`config.mk`:
```
export PLATFORM = sky130hd
export DESIGN_NAME = eth_fcs_tx_ctrl
export DESIGN_NICKNAME = d
export VERILOG_FILES = /design/src/rtl/eth_fcs_tx_ctrl.sv
export SDC_FILE = /design/constraint.sdc
export NUM_CORES = 1
export LEC_CHECK = 0
export ABC_AREA = 1
export BUFFER_PORTS_ARGS = -buffer_cell sky130_fd_sc_hd__clkbuf_2
export CORE_MARGIN = 2
export CORE_UTILIZATION = 45
export DETAILED_ROUTE_END_ITERATION = 16
export HOLD_SLACK_MARGIN = 0.15
export PLACE_DENSITY = 0.73
export SYNTH_ARGS = -nofsm -noshare
export SYNTH_HDL_FRONTEND = slang
export SYNTH_SLANG_ARGS = --single-unit
```
`constraint.sdc`:
```
create_clock -name clk -period 1.5 [get_ports clk]
set_input_delay 0.075 -clock clk [delete_from_list [all_inputs] [get_ports clk]]
set_output_delay 0.075 -clock clk [all_outputs]
set_load 0.02 [all_outputs]
```
`src/rtl/eth_fcs_tx_ctrl.sv`:
```
// Ethernet TX framer: forwards payload, optionally pads to MIN_LEN, appends a 4-byte FCS from an external CRC engine, then enforces an inter-frame gap.
// Optional feature macro: ETH_FCS_PAD_EN (compiles in the PAD state for short frames).
module eth_fcs_tx_ctrl #(
  parameter int MIN_LEN    = 60,
  parameter int IFG_CYCLES = 12
) (
  input  logic        clk,
  input  logic        rst,
  input  logic [7:0]  s_data,
  input  logic        s_valid,
  input  logic        s_last,
  output logic        s_ready,
  output logic [7:0]  m_data,
  output logic        m_valid,
  output logic        m_last,
  input  logic        m_ready,
  output logic [7:0]  crc_data,
  output logic        crc_en,
  output logic        crc_clr,
  input  logic [31:0] crc_result,
  output logic        frame_done
);

  if (MIN_LEN < 1 || MIN_LEN > 63) begin : g_bad_min_len
    $error("eth_fcs_tx_ctrl: MIN_LEN must be within 1..63");
  end
  if (IFG_CYCLES < 1 || IFG_CYCLES > 255) begin : g_bad_ifg
    $error("eth_fcs_tx_ctrl: IFG_CYCLES must be within 1..255");
  end

`ifdef ETH_FCS_PAD_EN
  localparam logic [5:0] MIN_LEN_C = 6'(MIN_LEN);
`endif
  localparam logic [7:0] GAP_INIT = 8'(IFG_CYCLES - 1);

  typedef enum logic [2:0] {
    IDLE,
    PAYLOAD,
`ifdef ETH_FCS_PAD_EN
    PAD,
`endif
    FCS,
    GAP
  } state_t;

  state_t      state, state_nxt;
  logic [5:0]  count, count_nxt, count_inc;
  logic [31:0] fcs_latch, fcs_latch_nxt;
  logic [1:0]  fcs_idx, fcs_idx_nxt;
  logic [7:0]  gap_cnt, gap_cnt_nxt;
  logic [7:0]  m_data_nxt;
  logic        m_valid_nxt, m_last_nxt;
  logic        load;

  always_ff @(posedge clk) begin
    if (rst) begin
      state     <= IDLE;
      count     <= '0;
      fcs_latch <= '0;
      fcs_idx   <= '0;
      gap_cnt   <= '0;
      m_data    <= 8'h00;
      m_valid   <= 1'b0;
      m_last    <= 1'b0;
    end else begin
      state     <= state_nxt;
      count     <= count_nxt;
      fcs_latch <= fcs_latch_nxt;
      fcs_idx   <= fcs_idx_nxt;
      gap_cnt   <= gap_cnt_nxt;
      m_data    <= m_data_nxt;
      m_valid   <= m_valid_nxt;
      m_last    <= m_last_nxt;
    end
  end

  always_comb begin
    load          = !m_valid || m_ready;
    count_inc     = (count == 6'd63) ? count : count + 6'd1;
    state_nxt     = state;
    count_nxt     = count;
    fcs_latch_nxt = fcs_latch;
    fcs_idx_nxt   = fcs_idx;
    gap_cnt_nxt   = gap_cnt;
    m_data_nxt    = m_data;
    m_valid_nxt   = m_valid;
    m_last_nxt    = m_last;
    s_ready       = 1'b0;
    crc_en        = 1'b0;
    crc_data      = s_data;
    crc_clr       = 1'b0;

    // Held byte drained with nothing new behind it; any load below overrides this.
    if (m_valid && m_ready) begin
      m_valid_nxt = 1'b0;
      m_last_nxt  = 1'b0;
    end

    case (state)
      IDLE, PAYLOAD: begin
        crc_clr = (state == IDLE);
        s_ready = load;
        if (s_valid && load) begin
          crc_en      = 1'b1;
          m_data_nxt  = s_data;
          m_valid_nxt = 1'b1;
          m_last_nxt  = 1'b0;
          count_nxt   = count_inc;
          fcs_idx_nxt = 2'd0;
          if (s_last) begin
`ifdef ETH_FCS_PAD_EN
            state_nxt = (count_inc < MIN_LEN_C) ? PAD : FCS;
`else
            state_nxt = FCS;
`endif
          end else begin
            state_nxt = PAYLOAD;
          end
        end
      end
`ifdef ETH_FCS_PAD_EN
      PAD: begin
        crc_data = 8'h00;
        if (load) begin
          crc_en      = 1'b1;
          m_data_nxt  = 8'h00;
          m_valid_nxt = 1'b1;
          m_last_nxt  = 1'b0;
          count_nxt   = count_inc;
          if (count_inc == MIN_LEN_C) state_nxt = FCS;
        end
      end
`endif
      FCS: begin
        // Once the final byte is loaded, wait for its handshake before the gap.
        if (m_valid && m_last) begin
          if (m_ready) begin
            state_nxt   = GAP;
            count_nxt   = '0;
            gap_cnt_nxt = GAP_INIT;
          end
        end else if (load) begin
          m_valid_nxt = 1'b1;
          m_last_nxt  = 1'b0;
          fcs_idx_nxt = fcs_idx + 2'd1;
          case (fcs_idx)
            2'd0: begin
              m_data_nxt    = crc_result[31:24];
              fcs_latch_nxt = crc_result;
            end
            2'd1: m_data_nxt = fcs_latch[23:16];
            2'd2: m_data_nxt = fcs_latch[15:8];
            default: begin
              m_data_nxt = fcs_latch[7:0];
              m_last_nxt = 1'b1;
            end
          endcase
        end
      end
      GAP: begin
        crc_clr = 1'b1;
        if (gap_cnt == 8'd0) state_nxt = IDLE;
        else gap_cnt_nxt = gap_cnt - 8'd1;
      end
      default: state_nxt = IDLE;
    endcase

    if (rst) begin
      s_ready = 1'b0;
      crc_en  = 1'b0;
      crc_clr = 1'b1;
    end
  end

  assign frame_done = !rst && m_valid && m_ready && m_last;

endmodule

```
# --- Yosys cells after proc, flatten, opt, wreduce, memory -nomap -nowiden ---
# Cells that the tools add are included.
op_classes:
  n_addsub: 2
  mul: 0
  n_div: 0
  magnitude_cmp: 0
  eq_ne: 12
  shift: 0
  mux: 37
  bitwise_logic: 1
  n_reduce_logical: 20
op_table:
  columns: ["cell", "count"]
  rows:
  - ["2-to-1 mux 8 bit", 6]
  - ["one-hot mux 8 bit (2 select lines)", 2]
  - ["one-hot mux 8 bit (3 select lines)", 1]
  - ["AND reduction 4 bit", 4]
  - ["2-to-1 mux 1 bit", 15]
  - ["inequality test 2 bit (second input constant)", 7]
  - ["2-to-1 mux 3 bit", 4]
  - ["one-hot mux 3 bit (3 select lines)", 1]
  - ["logical NOT 8 bit", 1]
  - ["2-to-1 mux 2 bit", 4]
  - ["subtractor 8 x 1 -> 8 bit (second input constant)", 1]
  - ["equality test 3 x 2 -> 1 bit (second input constant)", 2]
  - ["logical AND 1 bit", 6]
  - ["one-hot mux 1 bit (2 select lines)", 3]
  - ["one-hot mux 2 bit (2 select lines)", 1]
  - ["nonzero test 2 bit", 2]
  - ["equality test 3 x 1 -> 1 bit (second input constant)", 1]
  - ["logical NOT 3 bit", 1]
  - ["OR reduction 3 bit", 1]
  - ["adder 2 x 1 -> 2 bit (second input constant)", 1]
  - ["equality test 2 x 1 -> 1 bit (second input constant)", 1]
  - ["equality test 2 bit (second input constant)", 1]
  - ["logical NOT 1 bit", 2]
  - ["logical NOT 2 bit", 1]
  - ["other kinds (3)", 3]
totals:
  regBits: 47
  latchBits: 0
  mem_bits_rw: 0
  mem_bits_ro: 0
  inputBits: 45
  output_inout_bits: 22
  wordCells: 79
  mem_count: 0

# --- Logic depth before layout (Yosys ltp) ---
depth:
  word_depth: 6
  mapped_depth: 10
  mapped_depth_nobuf: 10

# --- Worst setup path before layout ---
# No wires, ideal clock.
synth_path:
  path_type: "register to register"
  from: "register state[1]"
  to: "register fcs_idx[1]"
  setup_ns: 0.069
  t_arrival_ns: 1.481
  required_ns: 1.431
  slack_ns: -0.050
  stages_incl_launch_ff: 11
  path_buffers: 1
  period_less_slack_ns: 1.550
  cell_sequence: "dfxtp_1 inv_1 ha_1 nor2_1 inv_1 nand2_2 nand2_1 nor2_2 buf_4 nand3_2 a21oi_2"
synth_via:
  elab_chain_cells: 4
  word_cells_on_any_way: 10
  classes_between: "eq/ne (5); mux (1); reduce/logical (4)"
synth_rtl:
  columns: ["element", "line", "text"]
  rows:
  - ["start: declaration", "46", "state_t state, state_nxt;"]
  - ["start signal: assignment", "66", "state <= state_nxt;"]
  - ["equality test 3 x 1 -> 1 bit or logical NOT 3 bit (tied branches)", "99", "case (state)"]
  - ["OR reduction 2 bit", "99", null]
  - ["inequality test 2 bit (no line) or nonzero test 2 bit (tied branches)", null, null]
  - ["AND reduction 4 bit (no line)", null, null]
  - ["end signal: assignment", "69", "fcs_idx <= fcs_idx_nxt;"]
  - ["end: declaration", "49", "logic [1:0] fcs_idx, fcs_idx_nxt;"]
# Parallel ways exist; a longest one is shown, timed or not.
# A chain may end at the register's enable or synchronous reset.

# --- Worst setup path in the final report ---
layout_path:
  from: "register state[0]"
  to: "register m_data[7]"
layout_via:
  elab_chain_cells: 4
  word_cells_on_any_way: 10
  classes_between: "eq/ne (5); mux (1); reduce/logical (4)"
layout_rtl:
  columns: ["element", "line", "text"]
  rows:
  - ["equality test 3 x 1 -> 1 bit or logical NOT 3 bit (tied branches)", "99", null]
  - ["OR reduction 2 bit", "99", null]
  - ["inequality test 2 bit (no line) or nonzero test 2 bit (tied branches)", null, null]
  - ["AND reduction 4 bit (no line)", null, null]
  - ["end signal: assignment", "71", "m_data <= m_data_nxt;"]
  - ["end: declaration", "13", "output logic [7:0] m_data,"]
# Parallel ways exist; a longest one is shown, timed or not.

==> flow_summary.json <==
{
  "fin_crit_sh": 1.04,
  "violations": "setup timing",
  "cp-start-kind": "flip-flop",
  "slew_headroom": 0.736,
  "cts.root.buffer_cell": "clkbuf_8",
  "dieArea_um2": 6190,
  "worstPathRequired_ns": 1.70,
  "arrival_ns": 1.75,
  "hp-class": "in -> reg",
  "final_util": 0.650,
  "grt_util_all_layers": 0.215,
  "power.leakage_nw": 1.58,
  "path_class": "reg -> reg",
  "synth_cells": 365,
  "period_needed_ns": 1.55,
  "portBuffers": 66,
  "antenna_found_initial": 0,
  "seqCellArea_um2": 928,
  "gp_congestion": 0.858,
  "fin_setup_tns_ns": -0.202,
  "p_clk_frac": 0.131,
  "cts_max_level": 2,
  "area_growth_pct": 40.8,
  "finalWorstSetupSlack_ns": -0.0533,
  "initial_utilization": 0.462,
  "synth-warning-count": 0,
  "via_per_inst": 4.97,
  "wire_per_inst_um": 12.1,
  "skew_ns": 0.00932,
  "num_rows": 27,
  "vias": 2681,
  "clk_pin_slew_worst_paths_ns": 0.08,
  "synth_area_leaders": "dfxtp_1, nand2_1, a21oi_1, inv_1, ha_1",
  "r2r_cells": 10,
  "drt_first_pass_iters": 4,
  "swShare": 0.434,
  "multi_input_area_um2": 1410,
  "drive_gt1_frac": 0.298,
  "clock_sinks": 46,
  "syn_area_um2": 2510,
  "cts_tree": "built",
  "grt_overflow": 0,
  "endpoint_kind": "flip-flop",
  "yosys.area.top_type_share": 0.367,
  "outcome": "complete, but fails checks",
  "numCtsBuffers": 5,
  "grt_pass1_wl_um": 10800,
  "setup_viol": 9,
  "ys_seq_area_frac": 0.367,
  "n_fill_cell": 471,
  "drtAntennaViolNets": 0,
  "min-delay-start": "m_ready",
  "num_io_pins": 67,
  "die_width_um": 78.7,
  "r2r_start": "state[0]",
  "max_cap_violations": 0,
  "drt_iter0_drc": 163,
  "synth_cell_types": 28,
  "clock_path_buffers": 2,
  "rsz0062_at_grt": "yes",
  "seqPwrFrac": 0.330,
  "hold_depth": 4,
  "grt_pass1_vias": 2500,
  "fp.coreArea_um2": 5440,
  "peakVddDrop_v": 0.000757,
  "min_to": "m_last",
  "n_antenna_cell": 0,
  "switchingPower_w": 0.00248,
  "drc": 0,
  "dp_cells": 495,
  "syn_avg_cell_area_um2": 6.88,
  "yosysTopAreaCell": "dfxtp_1",
  "p_per_area_nw_per_um2": 1620,
  "worstSkewPairLatency_ns": 0.30,
  "fin_cells": 539,
  "intPower_w": 0.00324,
  "fmax_ghz": 0.644,
  "grt_max_degree": 49,
  "dp_hpwl_um": 4490,
  "pwr-share-comb": 0.538,
  "final_max_slew_viol_count": 0,
  "syn-num-nets": 421,
  "hold_violations": 0,
  "r2r_end": "m_data[7]",
  "tightest_slew_ns": 0.396,
  "drt_wl_total_um": 6530,
  "synth-seq-cells": 46,
  "fin_hold_ws_ns": 0.179,
  "rrSetupSlack_ns": -0.05,
  "die_h_um": 78.7,
  "crit_fanout": 5,
  "fin_nets": 522
}
## how the worst max path moves through the flow
stage          depth (start not counted)  startpoint          to  slack, ns
6_report                              10    state[0]   m_data[7]      -0.05
5_1_grt                               10    state[0]   m_data[3]      -0.15
4_1_cts                               10    state[0]   m_data[6]      -0.03
3_5_place_dp                           9    state[1]   m_data[3]      -0.07
3_3_place_gp                          10    state[1]   m_data[3]      -0.04
2_1_floorplan                         10    state[0]  fcs_idx[1]      0.002
## layout make-up
| type | count | area share |
|---|---|---|
| clock buffers | 6 | 0.0205 |
| repair buffers | 118 | 0.239 |
| multi-input cells | 249 | 0.397 |
| well taps | 72 | 0.0255 |
| flip-flops and latches | 46 | 0.263 |
| repair inverters | 1 | 0.00212 |
| inverters | 45 | 0.0492 |
| clock inverters | 2 | 0.00389 |
## state kept, by name, indices dropped and copies added (netlist names)
| name | count |
|---|---|
| fcs_latch | 24 |
| gap_cnt | 8 |
| m_data | 8 |
| fcs_idx | 2 |
| state | 2 |
| m_last | 1 |
| m_valid | 1 |
## metal layers
metal  global-route usage  part of all wire
met5                    0                 0
met4               0.0737             0.023
met3               0.0409             0.048
met2                0.366              0.49
met1                0.272              0.44
## cell families (layout without fill, tap and decap cells)
family | Yosys count | after routing | synth area share
and+or+nand+nor | 142 | 142 | 0.243
AOI/OAI and AO/OA | 95 | 95 | 0.211
buffers and inverters | 70 | 172 | 0.121
DFF | 46 | 46 | 0.367
adders and majority gates | 11 | 11 | 0.0548
xor gates and xnor gates | 1 | 1 | 0.00349
## cells in the mapped netlist (all sizes together)
master / instances
a21oi: 49
nor2: 38
o211ai: 8
o21ai: 36
o21bai: 1
nand3: 20
inv: 44
clkbuf: 9
nand2: 78
clkinv: 1
o31ai: 1
nor3: 3
dfxtp: 46
xnor2: 1
nand4: 2
or2: 1
ha: 11
buf: 16
## per-stage QoR
stage,worst slack (ns),total power [W],instance area [µm²]
floorplan,0.00240,0.00372,2520
global placement,-0.0404,0.00446,2940
detailed placement,-0.0708,0.00450,2940
CTS,-0.0306,0.00556,3480
global route,-0.154,0.00618,3540
finish,-0.0533,0.00571,3540
## power groups by stage
stage          Combinational, W  Sequential [W]  Clock, W
5_1_grt                 0.00344         0.00193  0.000813
3_5_place_dp            0.00260         0.00190         0
4_1_cts                 0.00292         0.00187  0.000767
6_report                0.00308         0.00189  0.000750
2_1_floorplan           0.00177         0.00195         0
3_3_place_gp            0.00256         0.00190         0
## critical path, stage by stage (launching register included)
cell and delay, ns:
dfxtp_2 0.35, inv_2 0.06, ha_2 0.21, inv_4 0.10
nor2_1 0.06, inv_1 0.07, nand2_2 0.07, nor2_4 0.17
clkinvlp_4 0.18, nor2_2 0.13, nor2_1 0.04
## placed cells by master (no fill, tap or decap), types with 2 or more instances in the layout
cell           instances
nand4_1                2
nand2_4                2
a21oi_2                5
dfxtp_2                3
nand3_1               17
nand2_1               71
ha_1                   6
inv_1                 36
nor3_4                 2
a21oi_1               42
buf_6                  3
o21ai_0               12
a21oi_4                2
ha_2                   3
nor2_4                 3
nor2_1                30
o211ai_1               8
buf_4                 15
ha_4                   2
nor2_2                 5
nand2_2                5
dfxtp_1               42
dlygate4sd3_1         33
clkbuf_8               7
o21ai_1               22
nand3_2                3
inv_2                  6
clkbuf_2              64
inv_4                  2
## repair_timing
| action | in CTS | in global routing |
|---|---|---|
| pin swaps | 10 | 7 |
| resized for setup | 25 | 32 |
| hold endpoints to repair | 34 | 0 |
| buffers inserted | 2 | 0 |
| endpoints found under the setup margin | 13 | 47 |
| hold buffers | 33 | 0 |
| cloned | 1 | 0 |
(Power assumes the default switching activity.)
